### config.mk
export PLATFORM = sky130hd
export DESIGN_NAME = johnson_decoder
export DESIGN_NICKNAME = d
export VERILOG_FILES = /design/src/rtl/johnson_decoder.sv
export SDC_FILE = /design/constraint.sdc
export NUM_CORES = 1
export LEC_CHECK = 0
export ABC_AREA = 1
export CORE_ASPECT_RATIO = 1.75
export CORE_MARGIN = 10
export CORE_UTILIZATION = 60
export CTS_CLUSTER_DIAMETER = 150
export DETAILED_ROUTE_END_ITERATION = 16
export DONT_BUFFER_PORTS = 1
export GPL_TIMING_DRIVEN = 0
export PLACE_DENSITY = 0.76
export SLEW_MARGIN = 25
export SYNTH_ARGS = -nofsm -noshare
export SYNTH_HDL_FRONTEND = slang
export SYNTH_SLANG_ARGS = --single-unit
### constraint.sdc
create_clock -name clk -period 2.1 [get_ports clk]
set_input_delay 0.105 -clock clk [delete_from_list [all_inputs] [get_ports clk]]
set_output_delay 0.105 -clock clk [all_outputs]
set_load 0.03 [all_outputs]
### src/rtl/johnson_decoder.sv
// Johnson-code receiver: decodes a WIDTH-bit Johnson word to an index, flags illegal
// codes and tracks successor lock. Optional one-hot output enabled by JDEC_ONEHOT_EN.
module johnson_decoder #(
    parameter int WIDTH    = 4,
    parameter int LOCK_LEN = 3,
    localparam int IW      = $clog2(2 * WIDTH)
) (
    input  logic                 clk,
    input  logic                 reset_n,
    input  logic                 jc_valid,
    input  logic [WIDTH-1:0]     jc,
    input  logic                 err_clr,
    output logic [IW-1:0]        idx,
    output logic [2*WIDTH-1:0]   onehot,
    output logic                 idx_valid,
    output logic                 illegal,
    output logic                 seq_err,
    output logic                 locked,
    output logic [7:0]           err_cnt
);

    localparam int NS = 2 * WIDTH;
    localparam logic [IW-1:0] LAST_IDX   = IW'(NS - 1);
    localparam logic [3:0]    LOCK_LEN_C = 4'(LOCK_LEN);
    localparam logic          DIRECT_LOCK = (LOCK_LEN <= 1);

    typedef enum logic [1:0] {
        SEARCH  = 2'd0,
        ACQUIRE = 2'd1,
        LOCKED  = 2'd2
    } state_t;

    state_t            state_r, state_next_s;
    logic [3:0]        cnt_r, cnt_next_s, cnt_inc_s;
    logic [IW-1:0]     idx_r, dec_idx_s, succ_idx_s;
    logic [NS-1:0]     match_s;
    logic              dec_legal_s, accept_s, is_succ_s, is_hold_s;
    logic              illegal_s, seq_err_s;
    logic              idx_valid_r, illegal_r, seq_err_r, locked_r;
    logic [7:0]        err_cnt_r;

    // Code for index k: k<WIDTH -> k ones from MSB; otherwise (k-WIDTH) zeros from MSB.
    function automatic logic [WIDTH-1:0] jc_code(input int k);
        logic [WIDTH-1:0] ones;
        ones = {WIDTH{1'b1}};
        if (k < WIDTH) begin
            jc_code = ~(ones >> k);
        end else begin
            jc_code = ones >> (k - WIDTH);
        end
    endfunction

    // Match the sample against every legal code; at most one entry can hit.
    always_comb begin
        match_s   = '0;
        dec_idx_s = '0;
        for (int k = 0; k < NS; k++) begin
            match_s[k] = (jc == jc_code(k));
            dec_idx_s  = dec_idx_s | (match_s[k] ? IW'(k) : '0);
        end
        dec_legal_s = |match_s;
    end

    // Successor/hold relative to the last legal sample held in idx_r.
    always_comb begin
        succ_idx_s = (idx_r == LAST_IDX) ? '0 : idx_r + IW'(1);
        is_succ_s  = (dec_idx_s == succ_idx_s);
        is_hold_s  = (dec_idx_s == idx_r);
        accept_s   = jc_valid & dec_legal_s;
        cnt_inc_s  = cnt_r + 4'd1;
    end

    // Lock state machine next-state and pulse generation.
    always_comb begin
        state_next_s = state_r;
        cnt_next_s   = cnt_r;
        illegal_s    = 1'b0;
        seq_err_s    = 1'b0;
        if (jc_valid) begin
            case (state_r)
                SEARCH: begin
                    if (dec_legal_s) begin
                        cnt_next_s   = 4'd1;
                        state_next_s = DIRECT_LOCK ? LOCKED : ACQUIRE;
                    end else begin
                        illegal_s = 1'b1;
                    end
                end
                ACQUIRE: begin
                    if (!dec_legal_s) begin
                        illegal_s    = 1'b1;
                        state_next_s = SEARCH;
                        cnt_next_s   = 4'd0;
                    end else if (is_succ_s) begin
                        cnt_next_s   = cnt_inc_s;
                        state_next_s = (cnt_inc_s >= LOCK_LEN_C) ? LOCKED : ACQUIRE;
                    end else if (is_hold_s) begin
                        cnt_next_s = cnt_r;
                    end else begin
                        cnt_next_s = 4'd1;
                    end
                end
                LOCKED: begin
                    if (!dec_legal_s) begin
                        illegal_s    = 1'b1;
                        seq_err_s    = 1'b1;
                        state_next_s = SEARCH;
                        cnt_next_s   = 4'd0;
                    end else if (is_succ_s || is_hold_s) begin
                        state_next_s = LOCKED;
                    end else begin
                        seq_err_s    = 1'b1;
                        state_next_s = ACQUIRE;
                        cnt_next_s   = 4'd1;
                    end
                end
                default: begin
                    state_next_s = SEARCH;
                    cnt_next_s   = 4'd0;
                end
            endcase
        end else begin
            state_next_s = state_r;
        end
    end

    // State, index and pulse registers.
    always_ff @(posedge clk or negedge reset_n) begin
        if (!reset_n) begin
            state_r     <= SEARCH;
            cnt_r       <= 4'd0;
            idx_r       <= '0;
            idx_valid_r <= 1'b0;
            illegal_r   <= 1'b0;
            seq_err_r   <= 1'b0;
            locked_r    <= 1'b0;
        end else begin
            state_r     <= state_next_s;
            cnt_r       <= cnt_next_s;
            idx_valid_r <= accept_s;
            illegal_r   <= illegal_s;
            seq_err_r   <= seq_err_s;
            locked_r    <= (state_next_s == LOCKED);
            if (accept_s) begin
                idx_r <= dec_idx_s;
            end else begin
                idx_r <= idx_r;
            end
        end
    end

    // Saturating error counter; a clear beats a coincident increment.
    always_ff @(posedge clk or negedge reset_n) begin
        if (!reset_n) begin
            err_cnt_r <= 8'd0;
        end else if (err_clr) begin
            err_cnt_r <= 8'd0;
        end else if (seq_err_s && (err_cnt_r != 8'd255)) begin
            err_cnt_r <= err_cnt_r + 8'd1;
        end else begin
            err_cnt_r <= err_cnt_r;
        end
    end

`ifdef JDEC_ONEHOT_EN
    logic [NS-1:0] onehot_r;
    localparam logic [NS-1:0] OH_LSB = NS'(1);

    // One-hot image of idx, updated with it.
    always_ff @(posedge clk or negedge reset_n) begin
        if (!reset_n) begin
            onehot_r <= '0;
        end else if (accept_s) begin
            onehot_r <= OH_LSB << dec_idx_s;
        end else begin
            onehot_r <= onehot_r;
        end
    end

    assign onehot = onehot_r;
`else
    assign onehot = '0;
`endif

    assign idx       = idx_r;
    assign idx_valid = idx_valid_r;
    assign illegal   = illegal_r;
    assign seq_err   = seq_err_r;
    assign locked    = locked_r;
    assign err_cnt   = err_cnt_r;

endmodule

==> summary.txt <==
GRT
  – First-pass GRT wire length: 5699 um
  – Largest net degree at the start of global routing: 22
  – Tot GR Track Use: 0.1358
  – Initial antenna violation count: 0
  – Grt ovf: 0
  – Vias in the first global route: 1394

Synth
  – Xor-xnor portion of the synthesized cell area: 0.04050
  – Syn_area_per_cell: 7.570 sq um
  – Most numerous cell in the Yosys netlist: nand2_1
  – Post-Synth Simple-Gate Area: 0.3826
  – Post-Synth Adder-Cell Area: 0.04132
  – Share of the yosys chip area belonging to registers: 0.3471
  – Flops & latches, synth: 21
  – Synth Flop Type: dfrtp_1
  – Number of synthesized flops with an enable pin: 0
  – Synth warn: 0
  – Distinct cells, synth: 29
  – Cells after synthesis: 200
  – Main combinational cell family by area after synthesis: simple AND/OR/NAND/NOR gates
  – Commonest cells in the netlist: 49 x nand2_1, 22 x nor2_1, 21 x dfrtp_1
  – Compound-Gate Fraction of Synth Area: 0.07851
  – Post-synthesis mux area share: 0
  – Largest area contributor in the netlist: dfrtp_1
  – Top cells by area, synth: dfrtp_1 35%, nand2_1 12%, nand3_1 6.0%
  – Ys async rst share: 1.000
  – Cell area after synthesis: approximately 1500 sq um
  – Top-area cell type share of the netlist area: 0.3471

Power
  – Combinational Power Share: 0.283
  – Peak VDD IR: slightly below 500 uV
  – Sw frac: 0.3708
  – Clock share of power: 0.247
  – Sequential share of power: 0.470
  – Switching pwr: 400.8 uW
  – Design Power: around 1.1 mW
  – Leak: between 0.8 and 0.9 nW
  – Power Internal: 680.0 uW
  – Power Dens Cells: 637.5 nW/um^2

Timing
  – Final setup violation count: 0
  – Final worst path period share: 0.9341
  – RSZ-0062 raised after global routing: false
  – Final-report hold violation count: 0
  – Fmax: 509.8 MHz
  – Crit path setup slack, layout: around 140 ps
  – Slew Limit Fails: 0
  – Clk_skew: 2.000 ps
  – Relative slew slack: 0.3649
  – Tmin final: 1962 ps
  – Tightest Pin Transition: roughly 950 ps

Place
  – Post-Place Worst Slack: -71.27 ps
  – Placed instance count: 233
  – Dpl hpwl: 2579 um
  – Cell Area, Placed: between 1500 and 2000 sq um
  – RePlAce Congestion: 0.8549
  – Buffers on Ports: 0

Setup path
  – Crit. Startpoint: idx[1]
  – CP Data Required Time: roughly 2300 ps
  – Arrival time worst endpoint: roughly 2100 ps
  – Max incr delay on CP: around 500 ps
  – Worst Reg-to-Reg Cells: 13
  – CP delay by family, top: simple AND/OR/NAND/NOR gates
  – Flop2flop setup slack: 140 ps
  – CP endpoint: err_cnt[5]
  – Crit Path Category: reg -> reg
  – CP max-delay cell: dfrtp_2
  – CP dominant cell by count: nand2_2
  – R2r endpoint: err_cnt[5]
  – Critical path depth in cells: 13
  – Worst reg2reg startpoint: idx[1]
  – Startpoint Class: flop
  – Crit-path cells: ha_2 > ha_4 > nor2_1 > nand3_1 > nand2_2 > nand3_4 > nand2_4 > nand2_2 > nand3_4 > nand2_2 > buf_8 > nand2_2 > o21ai_2
  – Crit path max fanout: 10
  – CP endpoint kind: flop
  – Worst Path Buf+Inv: 1

Hold path
  – HP Class: in -> reg

CTS
  – H-Tree Depth: 1
  – Clk sinks: 21
  – Clock Latency Late Sink: roughly 260 ps
  – Max Buffers Root-to-Sink: 2
  – TritonCTS clock tree: yes
  – Root Driver: clkbuf_8
  – Clock slew at reported path FFs: 80 ps
  – CTS buffer count: 3

Route
  – Total Wirelength: 3242 um
  – Post-DR vias/cell: 5.284
  – Routed len/inst: between 10 and 15 um
  – ANT nets after route: 0
  – DRT Pass-1 Iters: 4
  – 1st-iter DRT viols: 27
  – Drt drc: 0
  – Via count: approximately 1300

Final layout
  – Antenna cells: 0
  – Nets: about 230
  – Non-filler cells, final: 243
  – Ratio of cells with drive above 1 in the final layout: 0.2581
  – Layout Cell Area excl Fill: 1695 sq um
  – Area growth syn-to-layout: 11.98%
  – Final core occ: 0.6885

Die
  – Core area: 2462 sq um
  – Die Span X: 57.97 um
  – Io pins: 31
  – Area of the die: 5012 sq um
  – Cell Rows: 24
  – Initial Util: 0.6148
  – Die Height: 86.45 um

Job
  – Max-capacitance violation count: 0

Outcome
  – Status: finished clean
[tightest hold or removal path, delay by kind of cell]
family                 cells  cell delay (ps)
AOI/OAI and AO/OA          1               60
and+or+nand+nor            1               80
buffers and inverters      1               50
[stage by stage]
| stage | TNS (ps) | hold slack [ps] |
|---|---|---|
| final | 0 | 64.39 |
| after global routing | 0 | 91.22 |
| after CTS | 0 | 54.92 |
| after detailed placement | -457.1 | -189.8 |
| after global placement | -163.6 | -189.8 |
| after floorplan | 0 | -190.6 |
[worst min path at each step]
stage,startpoint,to,slack [ps],cells after the start
final,jc_valid,state_r[1],60,3
after global routing,jc_valid,illegal,90,2
after CTS,jc_valid,illegal,50,2
after detailed placement,reset_n,idx[2],-190,0
after global placement,reset_n,idx[0],-190,0
after floorplan,reset_n,cnt_r[0],-190,0
[cells in the final DEF (no fill, tap or decap), types with 4 or more instances in the layout]
| cell | Yosys | routed |
|---|---|---|
| nand2_1 | 49 | 48 |
| nor2_1 | 22 | 22 |
| inv_1 | 19 | 19 |
| nand3_1 | 18 | 18 |
| dfrtp_1 | 21 | 17 |
| buf_4 | 8 | 12 |
| nand2_2 | 10 | 11 |
| conb_1 | 1 | 8 |
| o21ai_2 | 7 | 7 |
| xor2_1 | 5 | 5 |
| inv_2 | 4 | 4 |
| o21ai_0 | 5 | 4 |
| dfrtp_2 | 0 | 4 |
[flip-flops by register name (all words and copies together), names as in the netlist]
name,count
locked,1
state_r,2
seq_err,1
err_cnt,8
cnt_r,4
illegal,1
idx_valid,1
idx,3
[kinds of logic (layout without fill, tap and decap cells)]
group                    after synthesis  after routing
other                                  1              8
flip-flops                            21             21
adder cells (fa/ha/maj)                5              5
XOR/XNOR                               7              7
AO/OA/AOI/OAI                         17             17
AND/OR/NAND/NOR                      116            116
buffers and inverters                 33             43
[power by group through the flow]
stage	clock (mW)	combinational (mW)	sequential (mW)
finish	0.267	0.306	0.508
global route	0.284	0.345	0.515
CTS	0.272	0.286	0.507
detailed placement	0	0.273	0.514
global placement	0	0.263	0.511
floorplan	0	0.235	0.499
[final cells by class]
cell class	count	area, sq um
well taps	26	32.53
repair buffers	6	50.05
multi-input cells	153	869.6
fillers	218	767.0
inverters	23	86.33
clock inverters	1	5.005
plain buffers	10	80.08
flip-flops and latches	21	530.5
clock buffers	3	41.29
[metal layers]
metal / track usage / up-vias / routed length [um]
li1: - / 654 / -
met1: 0.1280 / 595 / 1135
met2: 0.2667 / 26 / 1858
met3: 0.01903 / 9 / 172
met4: 0.06652 / 0 / 76
met5: 0 / - / 0
[timing repair]
| item | CTS | global route |
|---|---|---|
| pin swaps | 0 | 2 |
| setup buffers | 0 | 4 |
| hold buffers | 2 | 0 |
| hold endpoints to repair | 24 | 0 |
| setup endpoints to repair | 12 | 12 |
| gates resized for setup | 3 | 6 |
No activity file was read; power rests on OpenSTA's default activity.
